<file path="config.mk">
export PLATFORM = sky130hd
export DESIGN_NAME = multi_ctl
export DESIGN_NICKNAME = d
export VERILOG_FILES = /design/src/rtl/multi_ctl_pkg.sv /design/src/rtl/multi_ctl_dec.sv /design/src/rtl/multi_ctl.sv
export SDC_FILE = /design/constraint.sdc
export NUM_CORES = 1
export LEC_CHECK = 0
export ABC_AREA = 1
export BUFFER_PORTS_ARGS = -buffer_cell sky130_fd_sc_hd__buf_2
export CAP_MARGIN = 20
export CORE_MARGIN = 4
export CORE_UTILIZATION = 45
export DETAILED_ROUTE_END_ITERATION = 8
export PLACE_DENSITY = 0.75
export SETUP_SLACK_MARGIN = 0.1
export SKIP_CTS_REPAIR_TIMING = 1
export SYNTH_ARGS = -nofsm -noshare
export SYNTH_HDL_FRONTEND = slang
export SYNTH_SLANG_ARGS = --single-unit
</file>
<file path="constraint.sdc">
create_clock -name clk -period 1.8 [get_ports clk]
set_clock_uncertainty 0.2 [all_clocks]
set_input_delay 0.36 -clock clk [delete_from_list [all_inputs] [get_ports clk]]
set_output_delay 0.36 -clock clk [all_outputs]
set_load 0.03 [all_outputs]
</file>
<file path="src/rtl/multi_ctl_pkg.sv">
// Shared encodings for the multi-cycle MIPS control path: FSM states, opcodes,
// ALU/mux select codes and the packed control word driven to the datapath.
package multi_ctl_pkg;

  typedef enum logic [3:0] {
    ST_IF   = 4'd0,
    ST_ID   = 4'd1,
    ST_MADR = 4'd2,
    ST_MRD  = 4'd3,
    ST_MWB  = 4'd4,
    ST_MWR  = 4'd5,
    ST_REX  = 4'd6,
    ST_RWB  = 4'd7,
    ST_BEQ  = 4'd8,
    ST_JMP  = 4'd9,
    ST_IEX  = 4'd10,
    ST_IWB  = 4'd11
  } state_t;

  localparam logic [5:0] OP_RTYPE = 6'b000000;
  localparam logic [5:0] OP_LW    = 6'b100011;
  localparam logic [5:0] OP_SW    = 6'b101011;
  localparam logic [5:0] OP_BEQ   = 6'b000100;
  localparam logic [5:0] OP_J     = 6'b000010;
  localparam logic [5:0] OP_ADDI  = 6'b001000;

  localparam logic [1:0] ALU_ADD   = 2'b00;
  localparam logic [1:0] ALU_SUB   = 2'b01;
  localparam logic [1:0] ALU_FUNCT = 2'b10;

  localparam logic [1:0] SRCB_B     = 2'b00;
  localparam logic [1:0] SRCB_FOUR  = 2'b01;
  localparam logic [1:0] SRCB_IMM   = 2'b10;
  localparam logic [1:0] SRCB_IMMSH = 2'b11;

  localparam logic [1:0] PCS_ALU    = 2'b00;
  localparam logic [1:0] PCS_ALUOUT = 2'b01;
  localparam logic [1:0] PCS_JUMP   = 2'b10;

  typedef struct packed {
    logic       pc_write;
    logic       pc_write_cond;
    logic       iord;
    logic       mem_read;
    logic       mem_write;
    logic       ir_write;
    logic       mem_to_reg;
    logic [1:0] pc_source;
    logic [1:0] alu_op;
    logic       alu_src_a;
    logic [1:0] alu_src_b;
    logic       reg_write;
    logic       reg_dst;
    logic       instr_done;
  } ctl_t;

endpackage

</file>
<file path="src/rtl/multi_ctl_dec.sv">
// Pure combinational decode of the FSM state into the datapath control word.
module multi_ctl_dec
  import multi_ctl_pkg::*;
(
  input  logic [3:0] i_state,
  input  logic       i_mem_ready,
  output ctl_t       o_ctl
);

  always_comb begin
    o_ctl = '0;
    case (i_state)
      ST_IF: begin
        o_ctl.mem_read  = 1'b1;
        o_ctl.alu_src_b = SRCB_FOUR;
        o_ctl.alu_op    = ALU_ADD;
        o_ctl.pc_source = PCS_ALU;
        // Fetch completes only when memory returns the word.
        o_ctl.ir_write  = i_mem_ready;
        o_ctl.pc_write  = i_mem_ready;
      end
      ST_ID: begin
        o_ctl.alu_src_b = SRCB_IMMSH;
        o_ctl.alu_op    = ALU_ADD;
      end
      ST_MADR, ST_IEX: begin
        o_ctl.alu_src_a = 1'b1;
        o_ctl.alu_src_b = SRCB_IMM;
        o_ctl.alu_op    = ALU_ADD;
      end
      ST_MRD: begin
        o_ctl.mem_read = 1'b1;
        o_ctl.iord     = 1'b1;
      end
      ST_MWR: begin
        o_ctl.mem_write  = 1'b1;
        o_ctl.iord       = 1'b1;
        o_ctl.instr_done = i_mem_ready;
      end
      ST_MWB: begin
        o_ctl.reg_write  = 1'b1;
        o_ctl.mem_to_reg = 1'b1;
        o_ctl.instr_done = 1'b1;
      end
      ST_REX: begin
        o_ctl.alu_src_a = 1'b1;
        o_ctl.alu_src_b = SRCB_B;
        o_ctl.alu_op    = ALU_FUNCT;
      end
      ST_RWB: begin
        o_ctl.reg_write  = 1'b1;
        o_ctl.reg_dst    = 1'b1;
        o_ctl.instr_done = 1'b1;
      end
      ST_IWB: begin
        o_ctl.reg_write  = 1'b1;
        o_ctl.instr_done = 1'b1;
      end
      ST_BEQ: begin
        o_ctl.alu_src_a     = 1'b1;
        o_ctl.alu_src_b     = SRCB_B;
        o_ctl.alu_op        = ALU_SUB;
        o_ctl.pc_write_cond = 1'b1;
        o_ctl.pc_source     = PCS_ALUOUT;
        o_ctl.instr_done    = 1'b1;
      end
      ST_JMP: begin
        o_ctl.pc_write   = 1'b1;
        o_ctl.pc_source  = PCS_JUMP;
        o_ctl.instr_done = 1'b1;
      end
      default: ;
    endcase
  end

endmodule

</file>
<file path="src/rtl/multi_ctl.sv">
// Multi-cycle MIPS control FSM with memory-ready stalls, illegal-opcode
// detection and a memory-wait timeout.
module multi_ctl
  import multi_ctl_pkg::*;
#(
  parameter int unsigned TMO_CYC = 16,
  parameter int unsigned CNT_W   = 5
) (
  input  logic       clk,
  input  logic       rst_n,
  input  logic [5:0] OP,
  input  logic       mem_ready,
  output logic       PCWrite,
  output logic       PCWriteCond,
  output logic       IorD,
  output logic       MemRead,
  output logic       MemWrite,
  output logic       IRWrite,
  output logic       MemtoReg,
  output logic [1:0] PCSource,
  output logic [1:0] ALUop,
  output logic       ALUsrcA,
  output logic [1:0] ALUsrcB,
  output logic       RegWrite,
  output logic       RegDst,
  output logic       instr_done,
  output logic       illegal_op,
  output logic       mem_err,
  output logic [3:0] state
);

  localparam logic [CNT_W-1:0] TMO_LAST = CNT_W'((TMO_CYC == 0) ? 0 : TMO_CYC - 1);

  state_t           r_state;
  state_t           w_next;
  logic [CNT_W-1:0] r_cnt;
  logic             r_illegal;
  logic             r_mem_err;
  logic             w_illegal;
  logic             w_wait_st;
  logic             w_timeout;
  ctl_t             w_ctl;

  assign w_wait_st = (r_state == ST_IF) || (r_state == ST_MRD) || (r_state == ST_MWR);
  assign w_timeout = (TMO_CYC != 0) && w_wait_st && !mem_ready && (r_cnt == TMO_LAST);

  always_comb begin
    w_next    = ST_IF;
    w_illegal = 1'b0;
    case (r_state)
      ST_IF:   w_next = mem_ready ? ST_ID : ST_IF;
      ST_ID: begin
        case (OP)
          OP_RTYPE:     w_next = ST_REX;
          OP_LW, OP_SW: w_next = ST_MADR;
          OP_BEQ:       w_next = ST_BEQ;
          OP_J:         w_next = ST_JMP;
          OP_ADDI:      w_next = ST_IEX;
          default:      w_illegal = 1'b1;
        endcase
      end
      ST_MADR: begin
        if (OP == OP_LW)      w_next = ST_MRD;
        else if (OP == OP_SW) w_next = ST_MWR;
      end
      ST_MRD:  w_next = mem_ready ? ST_MWB : ST_MRD;
      ST_MWR:  w_next = mem_ready ? ST_IF : ST_MWR;
      ST_REX:  w_next = ST_RWB;
      ST_IEX:  w_next = ST_IWB;
      default: w_next = ST_IF;
    endcase
    if (w_timeout) w_next = ST_IF;
  end

  always_ff @(posedge clk) begin
    if (!rst_n) begin
      r_state   <= ST_IF;
      r_cnt     <= '0;
      r_illegal <= 1'b0;
      r_mem_err <= 1'b0;
    end else begin
      r_state   <= w_next;
      r_illegal <= w_illegal;
      r_mem_err <= w_timeout;
      // A timeout in IF keeps the state, so restart the wait window explicitly.
      if ((w_next != r_state) || w_timeout)
        r_cnt <= '0;
      else if (w_wait_st && !mem_ready && (r_cnt != '1))
        r_cnt <= r_cnt + 1'b1;
    end
  end

  multi_ctl_dec u_dec (
    .i_state     (r_state),
    .i_mem_ready (mem_ready),
    .o_ctl       (w_ctl)
  );

  assign PCWrite     = w_ctl.pc_write;
  assign PCWriteCond = w_ctl.pc_write_cond;
  assign IorD        = w_ctl.iord;
  assign MemRead     = w_ctl.mem_read;
  assign MemWrite    = w_ctl.mem_write;
  assign IRWrite     = w_ctl.ir_write;
  assign MemtoReg    = w_ctl.mem_to_reg;
  assign PCSource    = w_ctl.pc_source;
  assign ALUop       = w_ctl.alu_op;
  assign ALUsrcA     = w_ctl.alu_src_a;
  assign ALUsrcB     = w_ctl.alu_src_b;
  assign RegWrite    = w_ctl.reg_write;
  assign RegDst      = w_ctl.reg_dst;
  assign instr_done  = w_ctl.instr_done;
  assign illegal_op  = r_illegal;
  assign mem_err     = r_mem_err;
  assign state       = r_state;

endmodule

</file>
==> reports/qor.csv, run 1 <==
stage,metric,value,unit
synth,Post-synth EDFFs,0,
synth,Syn Inst Count,165,
status,status,finished with violations,
clock_tree,"CTS clk-pin slew, worst paths",0.07,ns
global_routing,met1 Use GR,26.55,%
timing,Final min period,1.942,ns
synth,post-synthesis compound-gate area fraction,6.345,%
routing,DR vias/cell,5.052,
synth,sequential share of the synthesized area,22.34,%
worst_hold_path,Worst Hold Class,input pin to flop,
synth,Post-Synth Adder-Cell Area,3.807,%
clock_tree,TritonCTS Buffers,3,
floorplanning,IO Pins,32,
final_layout,Nets,218,
worst_setup_path,Critical Path End Type,output port,
pwr,Switching Share,31.82,%
clock_tree,CTS tree,yes,
synth,synth cell count leaders,"nor2_1, nand2_1, inv_1, nand3_1, dfxtp_1",
clock_tree,clock root buffer,clkbuf_4,
routing,drt wl/cell,12.55,um
pwr,overall power,0.5701,mW
global_routing,initial antenna violation count,0,
synth,asr flop ratio synth,0,%
synth,yosys warns,0,
global_routing,GRT Residual Overflow,0,
synth,most common cell in the netlist,nor2_1,
synth,top-area cell type share of the netlist area,22.34,%
synth,post-synthesis xor/xnor area fraction,3.553,%
timing,Final period util,107.9,%
routing,1st-iter DRT viols,31,
global_routing,Tot GR Track Use,20.13,%
floorplanning,initial core utilization,48.76,%
global_routing,met2 Use GR,32.87,%
timing,RSZ-0062 raised after global routing,yes,
timing,"Slew Viols, Final",0,
synth,mux share of post-synthesis cell area,1.142,%
timing,Setup-failing EPs final,13,
pwr,NetSw,0.1814,mW
routing,DRC errors left,0,
placement,global placement routability congestion,0.9051,
floorplanning,Core Rows,16,
placement,Port-buffer cells,31,
final_layout,Diodes inserted,0,
final_layout,Util after Layout,74.75,%
worst_setup_path,reg2reg start,state[2]$_SDFF_PN0_,
synth,largest family of logic cells by synthesized area,simple AND/OR/NAND/NOR gates,
global_routing,largest net degree at the start of global routing,9,
pwr,Leak Pwr,0.7936,nW
floorplanning,Die Area,0.003004,mm^2
routing,Routed Antenna Nets,0,
placement,detailed placement HPWL,2.102,mm
worst_setup_path,critical path launch point,state[2]$_SDFF_PN0_,
worst_setup_path,"Data arrival, critical path",1.38,ns
floorplanning,width of the die,54.81,um
worst_setup_path,crit path max fanout,6,
placement,Setup Slack @ Placement,-0.03172,ns
synth,#FFs+latches synth,11,
worst_setup_path,CP Launch Type,flop,
routing,total iterations of the first detailed-routing run,4,
floorplanning,core area,0.002022,mm^2
pwr,pwr dens,377.2,mW/mm^2
clock_tree,Max clock buf depth,2,
synth,largest cells by area after synthesis,"dfxtp_1, nor2_1, nand2_1",
pwr,Combinational Power Share,26.3,%
synth,Syn Area/Cell,5.975,um^2
final_layout,P&R area growth vs syn,53.30,%
worst_setup_path,"Req. time, crit path",1.24,ns
global_routing,first-pass GRT wire length,4.443,mm
global_routing,met3 Resource Use GR,4.632,%
synth,Synth area leader,dfxtp_1,
pwr,peak supply drop,0.4344,mV
routing,Vias,1172,
flow_run,maxcap violations,0,
worst_setup_path,"Critical Path, Cell by Cell",buf_12 -> nand2_8 -> nor2_4 -> inv_4 -> o221ai_4 -> buf_6,
timing,Fin. Hold Viols,0,
floorplanning,die span in y,54.81,um
timing,Fmax,514.8,MHz
synth,"Top FF cell, synth",dfxtp_1,
timing,setup TNS,-0.7440,ns
timing,worst-margin pin slew,0.2491,ns
timing,setup ws final,-0.1425,ns
synth,Simple-Gate Fraction of Synth Area,49.49,%
pwr,sequential share of power,45.0,%
timing,Slew HR,83.22,%
worst_setup_path,Slowest cell on crit path,dfxtp_4,
pwr,Clk pwr share,28.8,%
global_routing,GRT busiest layer,met2,
synth,Netlist cell types,24,
timing,final hold slack,0.1949,ns
worst_hold_path,min-delay src,rst_n,
synth,Synth Net Count,177,
global_routing,number of global-route vias before repair,1012,
clock_tree,Clock Latency Late Sink,0.26,ns
final_layout,layout cells sized above 1,45.85,%
synth,Mapped Area,985.9,um^2
clock_tree,clock sinks,11,
status,violated checks,setup timing,
routing,final WL,2.911,mm
pwr,Int Power,0.3887,mW
worst_setup_path,max incr delay on CP,0.43,ns
worst_setup_path,Setup CP Type,flop to output port,
clock_tree,CTS H-tree depth,1,
critical path: cells and delay by family (launching register included):
kind	cells	cell delay, ns
buffers and inverters	3	0.34
and+or+nand+nor	2	0.20
DFF	1	0.43
AOI/OAI and AO/OA	1	0.13
routing by layer:
layer / part of all wire, % / wire (um) / vias up
met5: 0 / 0 / -
met4: 1.1 / 31 / 0
met3: 6.1 / 177 / 4
met2: 49 / 1419 / 39
met1: 44 / 1283 / 532
li1: - / - / 597
area by class of cell:
type                            count  area (um^2)
Sequential cell                    11        237.7
Clock buffer                        4        26.28
Tap cell                           27        33.78
Multi-Input combinational cell    120        795.8
Timing Repair Buffer               37        279.0
Inverter                           33        138.9
Fill cell                         168        510.5
power groups by stage:
| stage | Clock [mW] | Combinational, mW | Sequential, mW |
|---|---|---|---|
| floorplan | 0 | 0.0920 | 0.262 |
| global placement | 0 | 0.133 | 0.258 |
| detailed placement | 0 | 0.135 | 0.259 |
| CTS | 0.167 | 0.136 | 0.253 |
| global route | 0.184 | 0.165 | 0.257 |
| finish | 0.164 | 0.150 | 0.256 |
path summary, 6_finish.rpt:
check	slack, ns	end	cells after the start
hold reg to reg	0.35	r_cnt[0]$_SDFFE_PP0P_	3
setup reg to reg	-0.01	r_cnt[0]$_SDFFE_PP0P_	11
hold / removal	0.19	state[0]$_SDFF_PN0_	3
setup / recovery	-0.14	instr_done	6
state kept, by name, indices dropped and copies added (netlist names):
name,cells
mem_err,1
illegal_op,1
r_cnt,5
state,4
cells in the final DEF, fill, tap and decap left out, types with 2 or more instances in the layout:
cell type,n
buf_6,7
nand2_1,20
inv_2,4
nand3_2,3
xnor2_1,2
nor2_4,8
dfxtp_1,5
nand3_1,14
nand3_4,3
clkbuf_4,7
inv_4,4
clkinv_1,2
inv_1,22
nand2_4,3
ha_1,2
nor2_2,6
nand2_2,9
buf_2,15
a21oi_1,2
nor2_1,31
dfxtp_4,4
o21ai_0,5
xor2_1,2
dfxtp_2,2
buf_4,10
kinds of logic (layout without fill, tap and decap cells):
group                      after synthesis  in the layout
buffers and inverters                   34             74
adders and majority gates                3              3
and+or+nand+nor                        101            101
muxes                                    1              1
DFF                                     11             11
AOI/OAI and AO/OA                       11             11
xor gates and xnor gates                 4              4
stage by stage:
step	area [um^2]	std cells
finish	1511	232
global route	1511	232
CTS	1290	229
detailed placement	1264	225
global placement	1264	225
floorplan	1060	165
(Power assumes the default switching activity.)
==> run 2: changes to the inputs <==
Settings changed: ABC_AREA 1 to 0, CORE_UTILIZATION 45 to 47, PLACE_DENSITY 0.75 to 0.76.
==> run 2 against run 1 <==
The run still ends with setup timing left. Setup slack worse by 0.37 ns. Via count is 40% higher. Synthesized area increased by 16%. Final cell count grew 4.7%. Sequential power is essentially flat. First-iteration DRC count grew to 5.5 times the previous value. Global-route usage grew 2.2 points. Total power grew 25%. Die area grew 9.1%. Combinational power rose by 82%. Design area is 42% higher. Critical endpoint is now r_cnt[2]$_SDFFE_PP0P_. Highest routed layer unchanged.
==> reports/qor.csv, run 2 <==
stage,metric,value,unit
synth,sequential share of the synthesized area,19.32,%
clock_tree,"CTS clk-pin slew, worst paths",0.07,ns
worst_setup_path,"Critical Path, Cell by Cell",ha_4 -> and3_4 -> ha_1 -> or2_2 -> nor4b_1 -> xnor2_1 -> nor3_1,
final_layout,Nets,228,
synth,Synth Net Count,155,
synth,synth cell count leaders,"nor3_1, dfxtp_1, nor2_1, nand2_1, xnor2_1",
worst_setup_path,Setup CP Type,flop to flop,
timing,Setup-failing EPs final,26,
global_routing,number of global-route vias before repair,1279,
synth,largest cells by area after synthesis,"dfxtp_1, nor3_1, xnor2_1",
routing,DR vias/cell,6.761,
pwr,pwr dens,331.1,mW/mm^2
worst_hold_path,Worst Hold Class,input pin to flop,
routing,1st-iter DRT viols,170,
status,status,finished with violations,
synth,Post-synth EDFFs,0,
timing,Fin. Hold Viols,0,
global_routing,GRT Residual Overflow,0,
global_routing,largest net degree at the start of global routing,16,
timing,"Slew Viols, Final",0,
routing,Routed Antenna Nets,0,
global_routing,Tot GR Track Use,22.38,%
worst_setup_path,crit path max fanout,3,
final_layout,layout cells sized above 1,66.51,%
synth,Netlist cell types,54,
synth,Syn Inst Count,143,
synth,Synth area leader,dfxtp_1,
pwr,Combinational Power Share,38.4,%
worst_setup_path,count of cells along the worst register-to-register path,7,
synth,#FFs+latches synth,11,
worst_setup_path,CP Launch Type,flop,
timing,Fmax,433.2,MHz
floorplanning,die span in y,57.25,um
final_layout,"commonest cells after routing, fill and taps aside","buf_4, buf_6, buf_2",
placement,Setup Slack @ Placement,-0.2891,ns
synth,Mapped Area,0.001140,mm^2
floorplanning,initial core utilization,50.55,%
pwr,sequential share of power,35.6,%
synth,asr flop ratio synth,0,%
global_routing,initial antenna violation count,0,
pwr,Int Power,0.4529,mW
routing,drt wl/cell,23.56,um
pwr,Leak Pwr,0.8587,nW
placement,global placement routability congestion,0.9078,
pwr,NetSw,0.2572,mW
synth,yosys warns,0,
placement,Port-buffer cells,31,
flow_run,maxcap violations,0,
pwr,Switching Share,36.22,%
floorplanning,IO Pins,32,
clock_tree,CTS tree,yes,
timing,worst-margin pin slew,0.5022,ns
clock_tree,clock sinks,11,
worst_setup_path,"Req. time, crit path",1.78,ns
final_layout,Diodes inserted,0,
final_layout,P&R area growth vs syn,88.15,%
final_layout,"most common cell after layout, fill and taps aside",buf_4,
status,violated checks,setup timing,
timing,Slew HR,65.56,%
global_routing,first-pass GRT wire length,5.892,mm
timing,Final period util,128.3,%
timing,RSZ-0062 raised after global routing,yes,
synth,top-area cell type share of the netlist area,19.32,%
floorplanning,Core Rows,17,
final_layout,"Most flops, register",r_cnt,
floorplanning,Die Area,0.003277,mm^2
routing,total iterations of the first detailed-routing run,5,
floorplanning,core area,0.002255,mm^2
clock_tree,Clock Latency Late Sink,0.29,ns
pwr,peak supply drop,0.5665,mV
worst_setup_path,"Data arrival, critical path",2.29,ns
timing,Final min period,2.309,ns
timing,setup TNS,-7.178,ns
synth,most common cell in the netlist,nor3_1,
synth,"Top FF cell, synth",dfxtp_1,
routing,Vias,1643,
clock_tree,TritonCTS Buffers,3,
pwr,Clk pwr share,26.0,%
worst_setup_path,Slowest cell on crit path,nor4b_1,
routing,final WL,5.725,mm
routing,DRC errors left,0,
clock_tree,CTS H-tree depth,1,
worst_setup_path,max incr delay on CP,0.41,ns
clock_tree,Max clock buf depth,2,
worst_setup_path,Critical Path End Type,flop,
worst_hold_path,Hold Crit Depth,3,
synth,Syn Area/Cell,7.971,um^2
clock_tree,clock root buffer,clkbuf_4,
floorplanning,width of the die,57.25,um
final_layout,Filler cells,58,
final_layout,max reg flops,5,
timing,setup ws final,-0.5087,ns
placement,detailed placement HPWL,2.803,mm
## run 2: cell types whose count changed after synthesis, moves of 5 or more
cell,before,now
nor2_1,41,8
inv_1,24,3
nand2_1,28,7
nor3_1,0,18
nand3_1,16,4
inv_2,7,0
nand2_2,5,0
## run 2: routing by layer
metal / global-route usage (%) / part of all wire (%) / wire length [um]
met1: 28.47 / 36 / 2049
met2: 38.66 / 46 / 2639
met3: 5.430 / 13 / 750
met4: 3.974 / 5.0 / 286
met5: 0 / 0 / 0
## run 2: area by class of cell
cell class | instances | area, um^2 | share of cell area (%)
Sequential cell | 11 | 240.2 | 11.20
Tap cell | 28 | 35.03 | 1.634
Multi-Input combinational cell | 116 | 1156 | 53.91
Clock buffer | 3 | 22.52 | 1.050
Timing Repair Buffer | 81 | 674.4 | 31.45
Clock inverter | 1 | 5.005 | 0.2334
Inverter | 3 | 11.26 | 0.5251
## run 2: per-stage QoR
stage          hold slack [ns]  std cells  instance area, um^2  power (mW)  utilization, %
2_1_floorplan           0.2783        143                 1399      0.3877               -
3_3_place_gp            0.3718        225                 1720      0.4554           76.30
3_5_place_dp            0.3968        225                 1720      0.4623           76.30
4_1_cts                 0.1585        229                 1748      0.6365           77.53
5_1_grt                 0.1797        243                 2145      0.7284           95.12
6_report                0.1875        243                 2145      0.7101           95.12
## run 2: cells by family (layout without fill, tap and decap cells)
family	count (synthesis)	in the layout	share of synthesized area [%]
fa+ha+maj	5	5	5.050
simple gates	77	77	41.82
buf+inv	16	88	7.463
flops	11	11	19.32
xor+xnor	8	8	6.806
compound gates	23	23	16.90
mux	3	3	2.635
## run 2: worst paths after layout
path / startpoint / endpoint / slack, ns
setup / recovery: r_cnt[0]$_SDFFE_PP0P_ / r_cnt[2]$_SDFFE_PP0P_ / -0.51
hold / removal: rst_n / state[3]$_SDFF_PN0_ / 0.19
setup reg to reg: r_cnt[0]$_SDFFE_PP0P_ / r_cnt[2]$_SDFFE_PP0P_ / -0.51
hold reg to reg: r_cnt[3]$_SDFFE_PP0P_ / r_cnt[3]$_SDFFE_PP0P_ / 0.46
## run 2: power by group through the flow
stage / clock, mW / combinational (mW) / sequential, mW
after floorplan: 0 / 0.127 / 0.261
after global placement: 0 / 0.198 / 0.258
after detailed placement: 0 / 0.204 / 0.258
after CTS: 0.179 / 0.205 / 0.252
after global routing: 0.190 / 0.285 / 0.253
final: 0.185 / 0.273 / 0.253
## run 2: worst max-delay path, delay by kind of cell, from the launching register on
kind          cells  cell delay, ns
flops             1            0.36
fa+ha+maj         2            0.32
xor+xnor          1            0.15
simple gates      4            1.16
